**src/rtl/truth_table_capture.sv**
```systemverilog
// truth_table_capture: sweeps every N_IN-bit vector in ascending order into a
// combinational DUT. Each vector is held for SETTLE cycles, then the DUT output
// is sampled for one cycle into table_out. The captured table is compared bit
// by bit against EXPECTED. The block reports a mismatch count and a pass flag.
//
// Ports:
//   clk           system clock, rising edge
//   rst_n         asynchronous active-low reset
//   start         starts a sweep; only sampled in IDLE
//   dut_out       DUT output under test; only sampled in SAMPLE
//   vec           vector driven to the DUT (MSB = first DUT input)
//   busy          sweep in progress (SETTLE/SAMPLE)
//   done          one-cycle pulse after the sweep completes
//   table_out     captured truth table, bit i = sample for vector i
//   mismatch_cnt  number of bits where table_out differs from EXPECTED
//   pass          last completed sweep had no mismatches
//
// Optional feature macro: STOP_ON_FAIL_EN. When it is defined, the first
// mismatching sample ends the sweep, and vec keeps the failing index until the
// next start.
module truth_table_capture #(
  parameter int unsigned           N_IN     = 4,
  parameter int unsigned           SETTLE   = 2,
  parameter logic [2**N_IN-1:0]    EXPECTED = '0
) (
  input  logic                clk,
  input  logic                rst_n,
  input  logic                start,
  input  logic                dut_out,
  output logic [N_IN-1:0]     vec,
  output logic                busy,
  output logic                done,
  output logic [2**N_IN-1:0]  table_out,
  output logic [N_IN:0]       mismatch_cnt,
  output logic                pass
);

  localparam int unsigned NVEC  = 2**N_IN;
  localparam int unsigned CNT_W = 8;

  localparam logic [1:0] S_IDLE   = 2'd0;
  localparam logic [1:0] S_SETTLE = 2'd1;
  localparam logic [1:0] S_SAMPLE = 2'd2;
  localparam logic [1:0] S_DONE   = 2'd3;

  localparam logic [N_IN-1:0]  VEC_LAST = N_IN'(NVEC - 1);
  localparam logic [CNT_W-1:0] CNT_LOAD = CNT_W'(SETTLE - 1);

`ifdef STOP_ON_FAIL_EN
  localparam bit STOP = 1'b1;
`else
  localparam bit STOP = 1'b0;
`endif

  logic [1:0]       state;
  logic [1:0]       state_next;
  logic [CNT_W-1:0] cnt;
  logic             miss_c;

  // The current sample disagrees with the expected table entry.
  assign miss_c = (dut_out != EXPECTED[vec]);

  // State register.
  always_ff @(posedge clk or negedge rst_n) begin
    if (!rst_n) begin
      state <= S_IDLE;
    end else begin
      state <= state_next;
    end
  end

  // Next-state logic.
  always_comb begin
    state_next = state;
    case (state)
      S_IDLE:   if (start) state_next = S_SETTLE;
      S_SETTLE: if (cnt == '0) state_next = S_SAMPLE;
      S_SAMPLE: begin
        if ((vec == VEC_LAST) || (STOP && miss_c)) state_next = S_DONE;
        else                                      state_next = S_SETTLE;
      end
      S_DONE:   state_next = S_IDLE;
      default:  state_next = S_IDLE;
    endcase
  end

  // Datapath and registered outputs.
  always_ff @(posedge clk or negedge rst_n) begin
    if (!rst_n) begin
      vec          <= '0;
      busy         <= 1'b0;
      done         <= 1'b0;
      table_out    <= '0;
      mismatch_cnt <= '0;
      pass         <= 1'b0;
      cnt          <= '0;
    end else begin
      busy <= (state_next == S_SETTLE) || (state_next == S_SAMPLE);
      // done lands in the cycle after DONE, alongside the updated pass flag.
      done <= (state == S_DONE);
      case (state)
        S_IDLE: begin
          if (start) begin
            table_out    <= '0;
            mismatch_cnt <= '0;
            pass         <= 1'b0;
            vec          <= '0;
            cnt          <= CNT_LOAD;
          end
        end
        S_SETTLE: begin
          if (cnt != '0) cnt <= cnt - 1'b1;
        end
        S_SAMPLE: begin
          table_out[vec] <= dut_out;
          if (miss_c) mismatch_cnt <= mismatch_cnt + 1'b1;
          if (state_next == S_SETTLE) begin
            vec <= vec + 1'b1;
            cnt <= CNT_LOAD;
          end
        end
        S_DONE: begin
          pass <= (mismatch_cnt == '0);
          // An early stop keeps the failing index visible; otherwise rewind.
          if (!(STOP && (mismatch_cnt != '0))) vec <= '0;
        end
        default: ;
      endcase
    end
  end

endmodule
```
**config.mk**
```make
export PLATFORM = sky130hd
export DESIGN_NAME = truth_table_capture
export DESIGN_NICKNAME = d
export VERILOG_FILES = /design/src/rtl/truth_table_capture.sv
export SDC_FILE = /design/constraint.sdc
export NUM_CORES = 1
export LEC_CHECK = 0
export BUFFER_PORTS_ARGS = -buffer_cell sky130_fd_sc_hd__buf_2
export CAP_MARGIN = 5
export CORE_UTILIZATION = 34
export CTS_CLUSTER_SIZE = 40
export DETAILED_ROUTE_END_ITERATION = 10
export HOLD_SLACK_MARGIN = 0.12
export PLACE_DENSITY = 0.64
export SYNTH_ARGS = -nofsm -noshare
export SYNTH_HDL_FRONTEND = slang
export SYNTH_SLANG_ARGS = --single-unit
export TNS_END_PERCENT = 5
```
**constraint.sdc**
```tcl
create_clock -name clk -period 2.7 [get_ports clk]
set_clock_uncertainty 0.1 [all_clocks]
set_input_delay 0.54 -clock clk [delete_from_list [all_inputs] [get_ports clk]]
set_output_delay 0.54 -clock clk [all_outputs]
set_load 0.1 [all_outputs]
```
==> metrics.md <==
| Metric | Value |
|---|---|
| Status | `complete, no violations` |
| Max clock buf depth | `2` |
| Switch Pwr | `0.949 mW` |
| GRT overflow | `0` |
| Most frequent cells in the layout | `38 x dfrtp_1, 31 x buf_2, 16 x nand2_1` |
| Crit Path Class | `flop to flop` |
| Num CTS Buffers | `5` |
| Register area | `951 um2` |
| Crit. Startpoint | `cnt[0]$_DFFE_PN0P_` |
| Port-buffer cells | `31` |
| Fin util | `42.9%` |
| Gpl congestion | `0.813` |
| Row count | `26` |
| Top post-synthesis cells by area | `dfrtp_1 50%, ha_1 5.9%, o31ai_1 4.7%` |
| Hpwl dp | `2860 um` |
| Setup crit start kind | `flop` |
| Router iterations before antenna repair | `4` |
| Antenna violations before repair | `0` |
| Detailed-route wire length | `4080 um` |
| Tmin final | `2.47 ns` |
| Hold Buf Count CTS | `0` |
| Reg clk slew, reported paths | `0.08 ns` |
| Avg Cell Area, Syn | `10.3 um2` |
| Seq pwr share | `37.3%` |
| Total I/O pin count | `32` |
| Die Ht | `77.1 um` |
| Flop-to-flop setup slack | `0.23 ns` |
| EDFF count, synth | `0` |
| Distinct cell type count after synthesis | `39` |
| Worst Hold Class | `input pin to async pin` |
| Least-Margin Pin Slew | `0.869 ns` |
| Avg WL per Cell | `14.1 um` |
| #FFs+latches synth | `38` |
| Post-CTS setup buffers | `0` |
| Layout cells sized above 1 | `22.8%` |
| YS warnings | `0` |
| Clock Power Share | `23.2%` |
| Core area | `5270 um2` |
| Type of destination of the critical path | `flop` |
| DR iter-0 viols | `106` |
| Global-route wire length before repair | `6760 um` |
| Full die area | `5940 um2` |
| Commonest non-fill, non-tap cell in the layout | `dfrtp_1` |
| P&R area growth vs syn | `18.0%` |
| Fill cell count | `536` |
| Reg2reg start | `cnt[0]$_DFFE_PN0P_` |
| Seq/Total Area, Yosys | `49.6%` |
| DRC Markers | `0` |
| Primary FF master, synth | `dfrtp_1` |
| Fmax | `404 MHz` |
| Syn_nets | `199` |
| Synthesized cell area | `1920 um2` |
| Pleak | `1.07 nW` |
| Relative slew slack | `42.1%` |
| Pin count of the biggest net entering global routing | `39` |
| MaxCap Viol Count | `0` |
| Clock sinks | `38` |
| DIE WIDTH | `77.1 um` |
| Ys async rst share | `100%` |
| Peak supply drop | `0.537 mV` |
| ANT cells | `0` |
| GR Util All Layers | `14.3%` |
| Starting density of the core | `36.3%` |
| WP data arrival | `2.59 ns` |
| RR Endpoint | `cnt[3]$_DFFE_PN0P_` |
| Area taken by multi-input logic gates | `882 um2` |
| Net Sw Frac | `44.7%` |
| Setup violations, final | `0` |
| Nets | `231` |
| RSZ-0062 raised after global routing | `false` |
| Root buf cell | `clkbuf_8` |
| Endpoints failing hold | `0` |
| Antenna Violating Nets Remaining | `0` |
| Vias per inst | `5.18` |
| Setup TNS | `0 ns` |
| Worst Reg-to-Reg Cells | `10` |
| Logic gate share of total power | `39.5%` |
| Worst endpoint required time | `2.81 ns` |
| Pwr Density | `940 nW/um2` |
| Top cell type's share of synthesized area | `49.6%` |
| Clock tree from TritonCTS | `done` |
| Gate Count Post-Synth | `186` |
| Worst-path fanout max | `6` |
| Routed vias | `1496` |
| Crit share post-route | `91.6%` |
| Worst-Skew Late Latency | `0.29 ns` |
| Largest area contributor in the netlist | `dfrtp_1` |
| Htree depth | `2` |
| Cell-internal power | `1.18 mW` |
| Slew Viols, Final | `0` |
| Vias in the first global route | `1426` |
-- area by class of cell --
type,instances,share of cell area (%)
sequential,38,42.1
clock inverter,3,1.99
clock buffer,5,3.04
timing repair buffer,35,8.19
multi-input combinational,127,39.0
inverter,11,1.83
tap,70,3.87
-- kinds of logic (layout without fill, tap and decap cells) --
family / after synthesis / in the layout / share of synthesized area, %
XOR/XNOR: 6 / 6 / 2.74
adder cells (fa/ha/maj): 9 / 9 / 5.88
AO/OA/AOI/OAI: 58 / 58 / 21.4
multiplexers: 3 / 3 / 1.57
buffers and inverters: 21 / 54 / 4.70
AND/OR/NAND/NOR: 51 / 51 / 14.0
flip-flops: 38 / 38 / 49.6
-- through the flow --
stage / hold slack [ns] / cells / cell area [um2] / power [mW] / worst slack (ns)
global route: 0.316 / 289 / 2260 / 2.26 / 0.0497
global placement: 0.383 / 281 / 2140 / 1.61 / 0.289
floorplan: 0.144 / 186 / 1920 / 1.46 / 0.0371
detailed placement: 0.392 / 281 / 2140 / 1.63 / 0.199
CTS: 0.276 / 289 / 2250 / 2.13 / 0.180
finish: 0.258 / 289 / 2260 / 2.12 / 0.226
-- how the worst max path moves through the flow --
stage	end	cells after the start
6_report	cnt[3]$_DFFE_PN0P_	10
5_1_grt	cnt[0]$_DFFE_PN0P_	10
4_1_cts	cnt[3]$_DFFE_PN0P_	10
3_5_place_dp	cnt[3]$_DFFE_PN0P_	10
3_3_place_gp	cnt[0]$_DFFE_PN0P_	10
2_1_floorplan	vec[0]$_DFFE_PN0P_	8
-- synth_stat cells, drive strengths merged, types with 3 or more instances --
| master | count |
|---|---|
| o31ai | 12 |
| o41ai | 4 |
| o21ai | 11 |
| clkbuf | 5 |
| buf | 5 |
| o211ai | 12 |
| nand3 | 5 |
| nand2b | 5 |
| dfrtp | 38 |
| a21oi | 8 |
| nand2 | 16 |
| a21o | 3 |
| xnor2 | 4 |
| a22o | 3 |
| nor2 | 9 |
| mux2i | 3 |
| inv | 11 |
| ha | 9 |
| o311ai | 4 |
-- power groups by stage --
| stage | logic (mW) | clock network, mW | registers (mW) |
|---|---|---|---|
| finish | 0.840 | 0.494 | 0.792 |
| global route | 0.921 | 0.533 | 0.809 |
| CTS | 0.831 | 0.504 | 0.790 |
| detailed placement | 0.830 | 0 | 0.801 |
| global placement | 0.814 | 0 | 0.798 |
| floorplan | 0.412 | 0 | 1.05 |
-- timing repair --
item	in CTS	in global routing
endpoints found under the setup margin	0	2
gates resized for setup	0	1
hold endpoints to repair	0	0
-- registers in the layout (all words and copies together) (netlist names) --
register	flops
busy	1
cnt	8
done	1
mismatch_cnt	5
pass	1
state	2
table_out	16
vec	4
-- layer usage --
layer  part of all wire (%)  GRT usage [%]
met5                      0              0
met4                    2.0           4.72
met3                    4.1           3.93
met2                     44           22.2
met1                     50           19.2
-- worst max-delay path, cell delays in order (launching register included) --
cell,delay [ns]
dfrtp_1,0.41
inv_1,0.09
ha_1,0.13
or3b_2,0.51
o21ai_4,0.20
o21ai_0,0.15
ha_1,0.28
nand2_1,0.11
a21o_1,0.19
nand2_1,0.07
mux2i_1,0.15
No activity file was read; power rests on OpenSTA's default activity.
